$ cat src/rtl/rs232_rx_dat_if.sv
// Receiver-side signal bundle: serial pin in, deframed byte and status out.
// The slave modport is the receiver; the master modport is its driver/consumer.
interface rs232_rx_dat_if;
  logic       i_rx_pin;
  logic [7:0] o_rx_dat;
  logic       o_rx_vld;
  logic       o_frame_err;
  logic       o_rx_busy;
  logic [3:0] o_ctrl_cnt;

  modport master (
    output i_rx_pin,
    input  o_rx_dat, o_rx_vld, o_frame_err, o_rx_busy, o_ctrl_cnt
  );

  modport slave (
    input  i_rx_pin,
    output o_rx_dat, o_rx_vld, o_frame_err, o_rx_busy, o_ctrl_cnt
  );
endinterface

$ cat src/rtl/rs232_rx_dat.sv
// 8N1 serial receiver: synchronizes the rx pin, samples each bit at mid-cell
// and delivers good bytes with a one-cycle strobe, flagging low stop bits.
module rs232_rx_dat #(
  parameter int CLK_FREQ = 50_000_000,
  parameter int BAUD     = 115200
) (
  input  logic          clk_ref,
  input  logic          rst_n,
  rs232_rx_dat_if.slave bus
);

  localparam int BAUD_DIV = CLK_FREQ / BAUD;
  localparam int HALF     = BAUD_DIV / 2;
  localparam int CW       = $clog2(BAUD_DIV);
  localparam logic [CW-1:0] HALF_LAST = CW'(HALF - 1);
  localparam logic [CW-1:0] BIT_LAST  = CW'(BAUD_DIV - 1);

  typedef enum logic [2:0] {S_IDLE, S_START, S_DATA, S_STOP, S_BREAK} state_t;

  state_t          state, next_state;
  logic            rx_meta, rx_s, rx_prev;
  logic [CW-1:0]   baud_cnt;
  logic [3:0]      bit_idx;
  logic [7:0]      shift;
  logic [7:0]      rx_dat;
  logic            rx_vld, frame_err;
  logic            cnt_clr, take_bit, load, ferr;

  // Sync stages reset high so an idle line produces no edge after reset
  always_ff @(posedge clk_ref or negedge rst_n) begin
    if (!rst_n) begin
      rx_meta <= 1'b1;
      rx_s    <= 1'b1;
      rx_prev <= 1'b1;
    end else begin
      rx_meta <= bus.i_rx_pin;
      rx_s    <= rx_meta;
      rx_prev <= rx_s;
    end
  end

  always_ff @(posedge clk_ref or negedge rst_n) begin
    if (!rst_n) state <= S_IDLE;
    else        state <= next_state;
  end

  always_comb begin
    next_state = state;
    cnt_clr    = 1'b0;
    take_bit   = 1'b0;
    load       = 1'b0;
    ferr       = 1'b0;
    case (state)
      S_IDLE: begin
        if (rx_prev && !rx_s) begin
          next_state = S_START;
          cnt_clr    = 1'b1;
        end
      end
      S_START: begin
        if (baud_cnt == HALF_LAST) begin
          cnt_clr    = 1'b1;
          next_state = rx_s ? S_IDLE : S_DATA;
        end
      end
      S_DATA: begin
        if (baud_cnt == BIT_LAST) begin
          cnt_clr  = 1'b1;
          take_bit = 1'b1;
          if (bit_idx == 4'd8) next_state = S_STOP;
        end
      end
      S_STOP: begin
        if (baud_cnt == BIT_LAST) begin
          cnt_clr = 1'b1;
          if (rx_s) begin
            load       = 1'b1;
            next_state = S_IDLE;
          end else begin
            ferr       = 1'b1;
            next_state = S_BREAK;
          end
        end
      end
      S_BREAK: begin
        // Hold off until the line returns high so a stuck-low line cannot re-trigger
        if (rx_s) begin
          cnt_clr    = 1'b1;
          next_state = S_IDLE;
        end
      end
      default: next_state = S_IDLE;
    endcase
  end

  always_ff @(posedge clk_ref or negedge rst_n) begin
    if (!rst_n) begin
      baud_cnt  <= '0;
      bit_idx   <= 4'd0;
      shift     <= 8'd0;
      rx_dat    <= 8'd0;
      rx_vld    <= 1'b0;
      frame_err <= 1'b0;
    end else begin
      if (cnt_clr || state == S_IDLE) baud_cnt <= '0;
      else                            baud_cnt <= baud_cnt + 1'b1;

      if (state == S_START && next_state == S_DATA) bit_idx <= 4'd1;
      else if (take_bit)                            bit_idx <= bit_idx + 4'd1;
      else if (next_state != S_DATA && next_state != S_STOP) bit_idx <= 4'd0;

      // LSB arrives first, so shift right and insert at the top
      if (take_bit) shift <= {rx_s, shift[7:1]};
      if (load)     rx_dat <= shift;
      rx_vld    <= load;
      frame_err <= ferr;
    end
  end

  assign bus.o_rx_dat    = rx_dat;
  assign bus.o_rx_vld    = rx_vld;
  assign bus.o_frame_err = frame_err;
  assign bus.o_rx_busy   = (state != S_IDLE);
  assign bus.o_ctrl_cnt  = bit_idx;

endmodule
$ cat src/flat_wrapper.sv
// flat-port wrapper written by rule: the top's interface ports become plain ports
module rs232_rx_dat_flat 
#(
  parameter int CLK_FREQ = 50_000_000,
  parameter int BAUD     = 115200
)
  (clk_ref, rst_n, bus_i_rx_pin, bus_o_rx_dat, bus_o_rx_vld, bus_o_frame_err, bus_o_rx_busy, bus_o_ctrl_cnt);
  rs232_rx_dat_if bus_i ();
  input  logic clk_ref;
  input  logic rst_n;
  input wire logic [$bits(bus_i.i_rx_pin)-1:0] bus_i_rx_pin;
  output wire logic [$bits(bus_i.o_rx_dat)-1:0] bus_o_rx_dat;
  output wire logic [$bits(bus_i.o_rx_vld)-1:0] bus_o_rx_vld;
  output wire logic [$bits(bus_i.o_frame_err)-1:0] bus_o_frame_err;
  output wire logic [$bits(bus_i.o_rx_busy)-1:0] bus_o_rx_busy;
  output wire logic [$bits(bus_i.o_ctrl_cnt)-1:0] bus_o_ctrl_cnt;
  assign bus_i.i_rx_pin = bus_i_rx_pin;
  assign bus_o_rx_dat = bus_i.o_rx_dat;
  assign bus_o_rx_vld = bus_i.o_rx_vld;
  assign bus_o_frame_err = bus_i.o_frame_err;
  assign bus_o_rx_busy = bus_i.o_rx_busy;
  assign bus_o_ctrl_cnt = bus_i.o_ctrl_cnt;
  rs232_rx_dat #(.CLK_FREQ(CLK_FREQ), .BAUD(BAUD)) u_core (.clk_ref(clk_ref), .rst_n(rst_n), .bus(bus_i));
endmodule
$ cat config.mk
export PLATFORM = sky130hd
export DESIGN_NAME = rs232_rx_dat_flat
export DESIGN_NICKNAME = d
export VERILOG_FILES = /design/src/rtl/rs232_rx_dat_if.sv /design/src/rtl/rs232_rx_dat.sv /design/src/flat_wrapper.sv
export SDC_FILE = /design/constraint.sdc
export NUM_CORES = 1
export LEC_CHECK = 0
export ABC_CLOCK_PERIOD_IN_PS = 2100
export CAP_MARGIN = 30
export CORE_UTILIZATION = 45
export DETAILED_ROUTE_END_ITERATION = 10
export DONT_BUFFER_PORTS = 1
export PLACE_DENSITY = 0.63
export RECOVER_POWER = 50
export SLEW_MARGIN = 20
export SYNTH_ARGS = -nofsm -noshare
export SYNTH_HDL_FRONTEND = slang
export SYNTH_SLANG_ARGS = --single-unit
$ cat constraint.sdc
create_clock -name clk_ref -period 2.1 [get_ports clk_ref]
set_clock_uncertainty 0.05 [all_clocks]
set_input_delay 0.21 -clock clk_ref [delete_from_list [all_inputs] [get_ports clk_ref]]
set_output_delay 0.21 -clock clk_ref [all_outputs]
set_load 0.01 [all_outputs]
After elaboration in Yosys (flattened, before gate mapping)
Cells that the tools add are included.

Input port bits: 3. Register bits after elaboration: 37. Bits in latches: 0. Bits in writable memories: 0. Memories kept: 0. Bits in read-only memories: 0.

Shift-type cells: 0. Equal/unequal tests: 10. Add/sub/neg operators: 2. Multiply operators: 0. Magnitude comparators: 0. Muxes and demuxes: 24. Divide/modulo/power cells: 0. Reductions and logical operators: 9. Bitwise logic cells: 0.

Operators by type and width (count): two-way mux 3 bit (7); one-hot mux 3 bit (5 select lines) (1); two-way mux 4 bit (3); two-way mux 1 bit (10); adder 9 x 1 -> 9 bit, second input constant (1); equality test 3 x 2 -> 1 bit, second input constant (3); equality test 9 x 8 -> 1 bit, second input constant (1); equality test 9 bit, second input constant (1); two-way mux 9 bit (1); != test 3 x 2 -> 1 bit, second input constant (2); nonzero test 3 bit (2); adder 4 x 1 -> 4 bit, second input constant (1); equality test 4 bit, second input constant (1); one-hot mux 1 bit (4 select lines) (1); equality test 3 x 1 -> 1 bit, second input constant (1); equality test 3 bit, second input constant (1); logical AND 1 bit (3); zero test 3 bit (1); two-way mux 2 bit (1); OR reduction 2 bit (1); zero test 1 bit (1); logical OR 1 bit (1).

Depth between registers and ports, before layout
Gate-level depths: netlist (run 1).

Depth in word-level cells: 9. Mapped depth: 7. Gate-level depth less buffers: 6.

Least setup slack after synthesis (run 1)
Ideal clock, no wire load.

Path type: register to register. Start point: register u_core.baud_cnt[2]. End point: register u_core.rx_dat[0], in the netlist u_core.bus.o_rx_dat[0]. Clock period less this slack: 2.142 ns. Cell stages (with the launch flop): 7. Data required time: 1.925 ns. Data arrival time: 1.967 ns. Setup slack: -0.042 ns. Library setup time: 0.125 ns. Cell sequence: dfrtp_1 buf_6 nand4b_1 or4_1 buf_6 nor3_4 mux2_2.

Word-level cells in the longest chain between the ends: 3.

Ends and longest elaborated chain: from (decl) (line rs232_rx_dat.sv:22) `logic [CW-1:0] baud_cnt;`; from (signal assigned) (line rs232_rx_dat.sv:106) `else baud_cnt <= baud_cnt + 1'b1;`; equality test 9 bit (line rs232_rx_dat.sv:74) `if (baud_cnt == BIT_LAST) begin`; two-way mux 1 bit (line rs232_rx_dat.sv:74); two-way mux 1 bit (line rs232_rx_dat.sv:53) `case (state)`; net u_core.load (line rs232_rx_dat.sv:27) `logic cnt_clr, take_bit, load, ferr;`; to (signal assigned) (line rs232_rx_dat.sv:114) `if (load) rx_dat <= shift;`; to (decl) (line rs232_rx_dat.sv:25) `logic [7:0] rx_dat;`.

The timed path passes the listed nets, and every way through them passes these cells. A chain may end at the register's enable or synchronous reset.

Worst setup path after layout (run 1)
Start point: register u_core.baud_cnt[2]. End point: register u_core.shift[4].

Word-level cells in the longest chain between the ends: 3.

Ends and longest elaborated chain: equality test 9 bit (line rs232_rx_dat.sv:67) `if (baud_cnt == BIT_LAST) begin`; two-way mux 1 bit (line rs232_rx_dat.sv:67); two-way mux 1 bit (line rs232_rx_dat.sv:53); to (signal assigned) (line rs232_rx_dat.sv:113) `if (take_bit) shift <= {rx_s, shift[7:1]};`; to (decl) (line rs232_rx_dat.sv:24) `logic [7:0] shift;`.

Every way passes these cells.

==> results.cfg, run 1 <==
[floorplan]
die_x_um = 63.6
die_area_um2 = 4050
core_um2 = 3660
num_io_pins = 18
start_util_pct = 46.7
dieHeight_um = 63.6
rows = 22

[power_and_ir_drop]
vdd_ir_drop_max_mv = 0.423
p_leak_uw = 0.000935
power_density_nw_per_um2 = 815
design_power_total_uw = 1650

[timing]
slew_violations = 0
rsz0062_at_grt = true
hold_viol_final = 0
slew-limit-headroom_pct = 40.3
period_share_pct = 98.5
setup_viol = 0
timing.final.crit_period_ns = 2.07
tns_ns = 0
fmax_mhz = 484
worst_pin_slew_ns = 0.896

[placement]
dpl_cell_area_um2 = 1850
hpwl_um = 2100
gp_congestion = 0.874
port_buffers = 0

[setup_path]
arrival_ns = 2.21
worstPathCellList = nand4b_1, or4_4, buf_6, nor3_4, buf_12, mux2_2
critPathCaptureType = flop
critPathKind = flop to flop
crit_path_start_kind = flop
cp_slowest_cell = or4_4
r2r_start = u_core.baud_cnt[2]$_DFF_PN0_
crit_fanout = 8
cp-startpoint = u_core.baud_cnt[2]$_DFF_PN0_
cpPeakStageDelay_ns = 0.50
critPathRequiredTime_ns = 2.24

[synthesis]
synthTopCellsByCount = 34 x dfrtp_1, 17 x nor2_1, 16 x mux2_2
synth_seq_cells = 37
synth_top_area_cell = dfrtp_1
synthTopCellsByArea = dfrtp_1 50%, mux2_2 11%, dfstp_2 4.6%
synth_seq_area_share_pct = 54.4
async_reset_ff_share_pct = 100
netlist.area_leader.share_pct = 49.8
synth.distinct_cells = 39
synth_warnings = 0
syn-num-nets = 152
syn_area_per_cell_um2 = 11.9
ys.flop_type = dfrtp_1
yosysMostFrequentCell = dfrtp_1
synthesis.area_um2 = 1710
syn-instance-count = 144
synth_edf_count = 0

[detailed_routing]
dr.pass1.iters = 4
wl_per_cell_um = 14.6
vias = 1115
ant_nets = 0
totalWireLength_um = 3130
drtIter0Drc = 27
avgViaCountPerCell = 5.19
drc_errors = 0

[status]
status = finished, final reports clean

[grt]
grt_pass1_vias = 1150
grt-ovfl-total = 0
grt.total_usage_pct = 17.8
grt_pass1_wl_um = 5310
antenna_found_initial = 0
grt_max_degree = 38

[cells_and_area]
syn_to_final_growth_pct = 18.4
diodes = 0
nets = 174
finish.instance_area_um2 = 2020
drive_gt1_share_pct = 31.7

[job]
cap_violations = 0

[min_path]
hp-start = u_core.rx_meta$_DFF_PN1_
min_path_type = flop to flop

[clocking]
htree_num_levels = 2
cts_tree = yes
cts_max_path_buffers = 2
clkTransAtPathRegs_ns = 0.08
cts-root-buf = clkbuf_8
clk_latency_ns = 0.29
cts_sinks = 37
cts_made_buffers = 5
placed cells by master, fill, tap and decap left out, types with 3 or more instances in the layout:
master and n:
a21oi_1 3, buf_4 14, clkbuf_8 5, dfrtp_1 34
ha_1 4, inv_1 5, mux2_2 11, mux2_4 5
nand2_1 6, nand3_1 5, nand4_1 4, nor2_1 17
xnor2_1 3, xor2_1 4
critical path, delay by kind of cell (launching register included):
| kind | cells | cell delay, ns |
|---|---|---|
| buffers and inverters | 2 | 0.31 |
| AND/OR/NAND/NOR | 3 | 0.90 |
| multiplexers | 1 | 0.33 |
| flip-flops | 1 | 0.37 |
timing repair:
item / 4_1_cts / 5_1_grt
hold endpoints to repair: 38 / 0
resized for setup: 0 / 11
setup endpoints to repair: 0 / 16
hold buffers: 3 / 0
setup buffers: 0 / 2
worst paths after layout:
kind / end / slack [ns] / cells after the start
hold reg to reg: u_core.rx_s$_DFF_PN1_ / 0.31 / 0
min in group asynchronous: u_core.bus.o_rx_vld$_DFF_PN0_ / 0.56 / 2
setup / recovery: u_core.shift[4]$_DFFE_PN0P_ / 0.03 / 6
max in group asynchronous: u_core.baud_cnt[4]$_DFF_PN0_ / 0.89 / 2
setup reg to reg: u_core.shift[4]$_DFFE_PN0P_ / 0.03 / 6
hold / removal: u_core.rx_s$_DFF_PN1_ / 0.31 / 0
stage by stage:
stage               hold slack (ns)  cells  utilization [%]  setup WS [ns]
floorplan                    -0.136    144                -        0.00400
global placement             -0.134    202             50.5         0.0903
finish                        0.313    215             55.3         0.0322
CTS                           0.310    213             54.2         0.0402
detailed placement           -0.134    202             50.5         0.0716
global route                  0.323    215             55.3        -0.0429
power breakdown:
part           total [µW]  leakage (µW)  switching [µW]  internal (µW)
logic                 329      0.000395             169            160
registers             811      0.000495            45.1            766
clock network         510     0.0000447             271            239
cell families (layout without fill, tap and decap cells):
group | count (synthesis) | in the layout | synth area share, %
AND/OR/NAND/NOR | 55 | 55 | 18.7
multiplexers | 18 | 18 | 11.7
XOR/XNOR | 7 | 7 | 3.59
AO/OA/AOI/OAI | 12 | 12 | 4.47
buffers and inverters | 10 | 33 | 3.51
adder cells (fa/ha/maj) | 5 | 5 | 3.66
flip-flops | 37 | 37 | 54.4
sequential cells by signal, summed over array words and instances (netlist names), 3 cells and up:
signal / flops
u_core.baud_cnt: 9
u_core.bus.o_ctrl_cnt: 4
u_core.bus.o_rx_dat: 8
u_core.shift: 8
u_core.state: 3
final cells by class:
cell class | instances | area, µm²
timing repair buffer | 19 | 161
inverter | 6 | 22.5
multi-input combinational | 97 | 757
clock buffer | 5 | 68.8
sequential | 37 | 930
tap | 48 | 60.1
fill | 314 | 1640
clock inverter | 3 | 25.0
layer usage:
layer  part of all wire [%]  global-route usage [%]
met1                     44                    21.5
met2                     50                    28.1
met5                      0                       0
met3                    4.6                    6.34
met4                    2.0                    8.52
No activity file was read; power rests on OpenSTA's default activity.
==> inputs of run 2 (changes only) <==
Settings changed: HOLD_SLACK_MARGIN set to 0.15.
==> results of run 2 <==
No change in the layout: final DEF, timing and power equal those of run 1.
==> inputs of run 3 (changes only) <==
Settings changed: CELL_PAD_IN_SITES_DETAIL_PLACEMENT set to 1, CELL_PAD_IN_SITES_GLOBAL_PLACEMENT set to 2, CORE_UTILIZATION 45 to 37, GPL_ROUTABILITY_DRIVEN set to 0, PLACE_DENSITY 0.63 to 0.74, TNS_END_PERCENT set to 30.
==> run 3 against run 2 <==
Power grew 6.3%. Clock power grew 20%. Combinational power is essentially flat. Sequential share of layout area grew 0.34 points. Critical path depth grew 1. Global-route usage shrank 0.37 points. Register-to-register slack gained 0.07 ns. Via count grew 4.7%. Count of clock-buffer cells in the layout grew 1. Core utilization shrank 9.5 points. Final area shrank 0.74%. Largest cell class unchanged.
==> results.cfg, run 3 (same netlist as run 1, synthesis figures left out) <==
[setup_path]
cp_num_buf_inv = 2
path_delay_family = simple AND/OR/NAND/NOR gates
arrival_ns = 2.12
crit_fanout = 9
worstPathCellList = inv_2, ha_1, nand2_2, or4_4, nor3_4, buf_12, mux2_2
critPathKind = flop to flop
cp_slowest_cell = or4_4
crit_path_start_kind = flop
cpPeakStageDelay_ns = 0.48
critPathRequiredTime_ns = 2.22
critPathCaptureType = flop

[timing]
worst_pin_slew_ns = 0.910
rsz0062_at_grt = false
timing.final.crit_period_ns = 2.00
hold_viol_final = 0
setup_viol = 0
holdWs_ns = 0.312
period_share_pct = 95.1
fmax_mhz = 501
slew_violations = 0
tns_ns = 0
slew-limit-headroom_pct = 39.4

[cells_and_area]
regMostFlops = u_core.baud_cnt
syn_to_final_growth_pct = 17.6
layout_common_cells = 34 x dfrtp_1, 17 x nor2_1, 16 x mux2_2
final_util_pct = 45.8
fill_cells = 471
drive_gt1_share_pct = 29.7
final_common_cell = dfrtp_1
largest_register_ffs = 9
diodes = 0
nets = 172

[placement]
port_buffers = 0
hpwl_um = 2550

[grt]
antenna_found_initial = 0
grt-ovfl-total = 0
grt_pass1_vias = 1341
grt_pass1_wl_um = 6610
grt_max_degree = 38
grt.total_usage_pct = 17.4

[power_and_ir_drop]
vdd_ir_drop_max_mv = 0.441
p_leak_uw = 0.000931
power_density_nw_per_um2 = 873

[floorplan]
core_um2 = 4380
die_x_um = 70.0
die_area_um2 = 4900
rows = 24
num_io_pins = 18
dieHeight_um = 70.0
start_util_pct = 39.0

[clocking]
clk_latency_ns = 0.29
clkTransAtPathRegs_ns = 0.07
htree_num_levels = 2
cts_made_buffers = 5
cts-root-buf = clkbuf_8
cts_tree = yes
cts_max_path_buffers = 2
cts_sinks = 37

[min_path]
min_path_type = flop to flop

[detailed_routing]
avgViaCountPerCell = 5.38
drc_errors = 0
totalWireLength_um = 3610
ant_nets = 0
vias = 1167
drtIter0Drc = 53
wl_per_cell_um = 16.6
dr.pass1.iters = 4

[status]
status = finished, final reports clean

[job]
cap_violations = 0
## run 3: metrics by stage
step | total power [µW] | cell area (µm²) | worst slack (ns) | std cells
CTS | 1780 | 2010 | 0.0462 | 216
finish | 1750 | 2010 | 0.103 | 217
detailed placement | 1130 | 1860 | -0.0632 | 205
global placement | 1110 | 1860 | 0.0313 | 205
floorplan | 1010 | 1710 | 0.00400 | 144
global route | 1850 | 2010 | 0.0143 | 217
## run 3: report_power, final
part           total [µW]  internal, µW  switching (µW)
clock network         614           356             258
registers             810           766            43.9
logic                 329           148             181
total                1750          1270             483
## run 3: area by class of cell
cell class              instances  area (µm²)  share of cell area [%]
flip-flops and latches         37         930                    46.3
multi-input cells              97         726                    36.1
repair buffers                 17         155                    7.72
clock buffers                   6        72.6                    3.61
well taps                      52        65.1                    3.24
clock inverters                 2        38.8                    1.93
inverters                       6        22.5                    1.12
## run 3: metal layers
layer	part of all wire, %	GRT usage, %	vias up
li1	-	-	545
met1	45	22.0	596
met2	49	27.8	19
met3	3.9	5.34	7
met4	2.2	7.11	0
met5	0	0	-
## run 3: timing repair
action,4_1_cts,5_1_grt
resized for setup,1,2
hold buffers,3,0
hold endpoints to repair,38,0
buffers inserted,0,1
endpoints found under the setup margin,16,16
## run 3: worst register-to-register path, delay by kind of cell (launching register included)
kind,cells,cell delay (ns)
simple gates,3,0.74
flops,1,0.39
mux,1,0.33
buf+inv,2,0.22
fa+ha+maj,1,0.16
## run 3: final timing paths
check | startpoint | end | slack [ns] | cells past startpoint
worst max register to register | u_core.baud_cnt[1]$_DFF_PN0_ | u_core.bus.o_rx_dat[0]$_DFFE_PN0P_ | 0.10 | 7
worst min register to register | u_core.rx_meta$_DFF_PN1_ | u_core.rx_s$_DFF_PN1_ | 0.31 | 0
max in group asynchronous | rst_n | u_core.baud_cnt[7]$_DFF_PN0_ | 0.89 | 2
worst min-delay path | u_core.rx_meta$_DFF_PN1_ | u_core.rx_s$_DFF_PN1_ | 0.31 | 0
min in group asynchronous | rst_n | u_core.bus.o_ctrl_cnt[3]$_DFFE_PN0P_ | 0.54 | 2
worst max-delay path | u_core.baud_cnt[1]$_DFF_PN0_ | u_core.bus.o_rx_dat[0]$_DFFE_PN0P_ | 0.10 | 7
==> variant 1: new RTL, config.mk and constraints of run 3 <==
Compare `bit_idx` against `4'd8` with >= in place of ==.
--- a/src/rtl/rs232_rx_dat.sv
+++ b/src/rtl/rs232_rx_dat.sv
@@ -69,3 +69,3 @@
           take_bit = 1'b1;
-          if (bit_idx == 4'd8) next_state = S_STOP;
+          if (bit_idx >= 4'd8) next_state = S_STOP;
         end
Behaviour: same outputs for any inputs over 10 cycles, from zero or initial values and one cycle with rst_n low; that may be too few to reach the edited logic, so the function may still have changed.
==> variant 1 against run 3 <==
Area after synthesis increased by 0.59%. Setup slack improved by 0.048 ns. Power decreased by 7.9%. Highest routed layer unchanged. Sequential power increased by 2.5%. Wire length decreased by 9.2%. Combinational power decreased by 19%. Largest cell class unchanged. Sequential cell count unchanged. Critical endpoint is now u_core.bus.o_rx_dat[5]. Design area decreased by 6.8%.
==> variant 1: results (changes against run 3) <==
.. list-table::
   :header-rows: 1

   * - Metric
     - Value
   * - Met1 usage
     - 0.1865 (-0.03395)
   * - Gate count after technology mapping
     - 137 (-4.9%)
   * - Detailed-route wire length on metal 1
     - 1410 um (-13%)
   * - First-pass GRT wire length
     - 5913 um (-11%)
   * - CTS clk-pin slew, worst paths
     - 0.07 ns (about the same)
   * - Vias in the first global route
     - 1195 (-11%)
   * - Status
     - finished, final reports clean
   * - Pwr per Cell Area
     - 862.3 nW/um^2 (-1.2%)
   * - Top cells by area in the synthesized netlist
     - sky130_fd_sc_hd__dfrtp_1 (49%), sky130_fd_sc_hd__mux2_2 (10%), sky130_fd_sc_hd__dfstp_2 (4.6%), sky130_fd_sc_hd__nor2_1 (3.5%), sky130_fd_sc_hd__ha_1 (2.9%)
   * - Iter 0 DRT Violations
     - 37 (-30%)
   * - Root buffer selected by CTS
     - sky130_fd_sc_hd__clkbuf_8
   * - Post-Place Worst Slack
     - 0.06121 ns (+0.1244 ns)
   * - Total met2 wirelength after detailed routing
     - 1683 um (-4.3%)
   * - Clock buffers created by TritonCTS
     - 5 (unchanged)
   * - Sequential-to-total area share from yosys stat
     - 0.5408 (-0.003167)
   * - Arrival time at the worst endpoint
     - 2.07 ns (-0.05 ns)
   * - Tightest slew margin relative to the limit
     - 0.3948 (+0.001121)
   * - Placed Instance Area
     - 1750 um^2 (-5.9%)
   * - Routed met3 length
     - 122 um (-13%)
   * - Post-DR wirelength/cell
     - 16.48 um (-0.95%)
   * - Worst-path cell with the longest stage delay
     - sky130_fd_sc_hd__dfrtp_1
   * - Met3 track demand over resource in global routing
     - 0.04762 (-0.005772)
   * - Met2 capacity usage during global routing
     - 0.2639 (-0.01389)
   * - Total detailed-routing wirelength
     - 3279 um (-9.2%)
   * - Largest voltage drop on the vdd net
     - 0.3998 mV (-9.4%)
   * - GRT Overall Usage
     - 0.1573 (-0.01705)
   * - Final worst hold slack
     - 0.3101 ns (-0.002372 ns)
   * - Largest stage delay on the critical path
     - 0.42 ns (-0.06 ns)
   * - Detail Placement HPWL
     - 2319 um (-8.9%)
   * - Count of instances resized after the clock tree is built
     - 0 (-1)
   * - Filler instances
     - 474 (+0.64%)
   * - Number of vias per cell
     - 5.286 (-1.7%)
   * - Layout net count
     - 153 (-11%)
   * - Inst Count DP
     - 188 (-8.3%)
   * - Ratio of cells with drive above 1 in the final layout
     - 0.2653 (-0.03166)
-- variant 1: final timing paths --
path	to	startpoint	depth (start not counted)
setup / recovery	u_core.bus.o_rx_dat[5]	u_core.baud_cnt[6]	4
hold / removal	u_core.rx_s	u_core.rx_meta	0
setup reg to reg	u_core.bus.o_rx_dat[5]	u_core.baud_cnt[6]	4
hold reg to reg	u_core.rx_s	u_core.rx_meta	0
max in group asynchronous	u_core.shift[0]	rst_n	2
min in group asynchronous	u_core.state[1]	rst_n	2
-- variant 1: report_power, final --
group          switching (mW)  internal (mW)  total, mW
logic                   0.155          0.112      0.268
registers              0.0633          0.766      0.830
clock network           0.251          0.266      0.517
total                   0.470           1.14       1.61
-- variant 1: cell type report --
class / instances / area, um^2 / area share
Multi-Input combinational cell: 91 / 710.7 / 0.3797
Inverter: 4 / 15.01 / 0.008021
Timing Repair Buffer: 7 / 55.05 / 0.02941
Clock buffer: 6 / 82.58 / 0.04412
Tap cell: 52 / 65.06 / 0.03476
Clock inverter: 2 / 13.76 / 0.007353
Sequential cell: 37 / 929.6 / 0.4967
-- variant 1: repair_timing --
action                                  CTS  global route
hold buffers                              3             0
endpoints found under the setup margin    0             8
endpoints found under the hold margin    38             0
-- variant 1: cells by family (layout without fill, tap and decap cells) --
logic type / after synthesis / count (layout) / synth area share
xor+xnor: 7 / 7 / 0.03566
buf+inv: 9 / 19 / 0.04584
compound gates: 10 / 10 / 0.04003
mux: 19 / 19 / 0.1223
flops: 37 / 37 / 0.5408
simple gates: 51 / 51 / 0.1863
fa+ha+maj: 4 / 4 / 0.02911
==> variant 2: new RTL, flow settings as in run 3 <==
Without the edit above. `BAUD` is set to 115200 in 2 places; all go to 230400.
--- a/src/rtl/rs232_rx_dat.sv
+++ b/src/rtl/rs232_rx_dat.sv
@@ -4,3 +4,3 @@
   parameter int CLK_FREQ = 50_000_000,
-  parameter int BAUD     = 115200
+  parameter int BAUD     = 230400
 ) (
--- a/src/flat_wrapper.sv
+++ b/src/flat_wrapper.sv
@@ -4,3 +4,3 @@
   parameter int CLK_FREQ = 50_000_000,
-  parameter int BAUD     = 115200
+  parameter int BAUD     = 230400
 )
Formal check against the unedited RTL: no difference found for any inputs over 10 cycles, from zero or initial values and one cycle with rst_n low; that may be too few to reach the edited logic, so the function may still have changed.
==> variant 2 against run 3 <==
Setup slack improved by 0.098 ns. Power fell by 13%. Sequential share of layout area grew 3.2 points. Count of clock-buffer cells in the layout is 1 higher. Non-clock buffer count shrank 10. Sequential cell count down 1. Area after synthesis decreased by 4.5%. Design area shrank 9.0%. Die area shrank 4.4%. Wire length fell by 13%. Sequential power grew 2.6%. Largest power group unchanged.
==> variant 2: results (changes against run 3) <==
.. list-table::
   :header-rows: 1

   * - Metric
     - Value
   * - Status
     - finished, final reports clean
   * - Total detailed-routing wirelength
     - 3145 um (-13%)
   * - Mean post-synth cell area
     - 11.82 um^2 (-0.39%)
   * - Area share of fa/ha/maj cells after synthesis
     - 0.03067 (-0.005928)
   * - Largest voltage drop on the vdd net
     - 0.3910 mV (-11%)
   * - Final worst hold slack
     - 0.3126 ns (+0.00007500 ns)
   * - Iter 0 DRT Violations
     - 27 (-49%)
   * - Worst-path fanout max
     - 6 (-3)
   * - R2R Path End
     - u_core.bus.o_rx_dat[4]
   * - Compound-gate portion of the synthesized area
     - 0.06595 (+0.02129)
   * - Vias in the first global route
     - 1135 (-15%)
   * - GRT Overall Usage
     - 0.1519 (-0.02247)
   * - Multiplexer share of the synthesized area
     - 0.1166 (-0.0005659)
   * - Sequential-to-total area share from yosys stat
     - 0.5544 (+0.01052)
   * - Inst Count DP
     - 187 (-8.8%)
   * - Depth of the worst register-to-register path
     - 6 (-1)
   * - Xor/xnor cell area share of the yosys netlist
     - 0.03221 (-0.003663)
   * - Post-Place Worst Slack
     - 0.05459 ns (+0.1178 ns)
   * - Period utilisation layout
     - 0.9040 (-0.04683)
   * - Number of vias per cell
     - 5.379 (about the same)
   * - Post-synth cell types
     - 35 (-10%)
   * - Placed Instance Area
     - 1699 um^2 (-8.6%)
   * - Count of instances resized after the clock tree is built
     - 0 (-1)
   * - Setup slack of the worst register-to-register path
     - 0.20 ns (+0.10 ns)
   * - Detail Placement HPWL
     - 2257 um (-11%)
   * - Arrival time at the worst endpoint
     - 2.02 ns (-0.10 ns)
   * - Launch point of the worst path
     - u_core.baud_cnt[0]
   * - First-pass GRT wire length
     - 5071 um (-23%)
   * - Int Power
     - 1.099 mW (-13%)
   * - Top cells by area in the synthesized netlist
     - sky130_fd_sc_hd__dfrtp_1 (51%), sky130_fd_sc_hd__mux2_2 (11%), sky130_fd_sc_hd__dfstp_2 (4.8%), sky130_fd_sc_hd__nor2_1 (3.9%), sky130_fd_sc_hd__ha_1 (3.1%)
   * - Root buffer selected by CTS
     - sky130_fd_sc_hd__clkbuf_8
   * - Ratio of cells with drive above 1 in the final layout
     - 0.2500 (-0.04697)
   * - Static leakage power
     - 0.8519 nW (-8.5%)
   * - Post-synth net total
     - 145 (-4.6%)
   * - Largest net degree at the start of global routing
     - 37 (-2.6%)
   * - Post-DR wirelength/cell
     - 15.88 um (-4.5%)
   * - Filler instances
     - 453 (-3.8%)
-- variant 2: changes by cell type in the layout (fill, tap and decap cells not counted), sizes merged, moves of 2 or more --
cell	before	now
o21ai	2	5
and3	2	0
nand4	4	1
a21oi	3	5
xor2	4	2
buf	14	4
and2	2	0
-- variant 2: per-layer routing --
layer  part of all wire  GRT usage  vias to the layer above
met3              0.028    0.05333                        2
met2               0.53     0.2684                       14
li1                   -          -                      503
met4             0.0032    0.05469                        0
met1               0.44     0.1658                      546
met5                  0          0                        -
-- variant 2: power by group through the flow --
stage	registers, mW	clock network (mW)	logic [mW]
after detailed placement	0.843	0	0.170
after global placement	0.836	0	0.160
after global routing	0.840	0.557	0.213
after CTS	0.830	0.532	0.192
after floorplan	0.814	0	0.145
final	0.831	0.511	0.182
-- variant 2: cell type report --
cell class                      instances  area, um^2  area share
Clock buffer                            7       86.33     0.04720
Multi-Input combinational cell         90       686.9      0.3755
Sequential cell                        36       904.6      0.4945
Clock inverter                          1       7.507    0.004104
Inverter                                7       26.28     0.01436
Timing Repair Buffer                    7       55.05     0.03010
Tap cell                               50       62.56     0.03420
-- variant 2: worst max-delay path, stage by stage, from the launching register on --
cell and delay (ns):
sky130_fd_sc_hd__dfrtp_1 0.43, sky130_fd_sc_hd__inv_1 0.09, sky130_fd_sc_hd__ha_1 0.19, sky130_fd_sc_hd__nand4b_2 0.21
sky130_fd_sc_hd__nor4_4 0.28, sky130_fd_sc_hd__buf_4 0.20, sky130_fd_sc_hd__mux2_2 0.33
-- variant 2: cell families (layout without fill, tap and decap cells) --
family | after synthesis | after routing
and+or+nand+nor | 46 | 46
buffers and inverters | 12 | 22
AOI/OAI and AO/OA | 17 | 17
adders and majority gates | 4 | 4
DFF | 36 | 36
muxes | 17 | 17
xor gates and xnor gates | 6 | 6
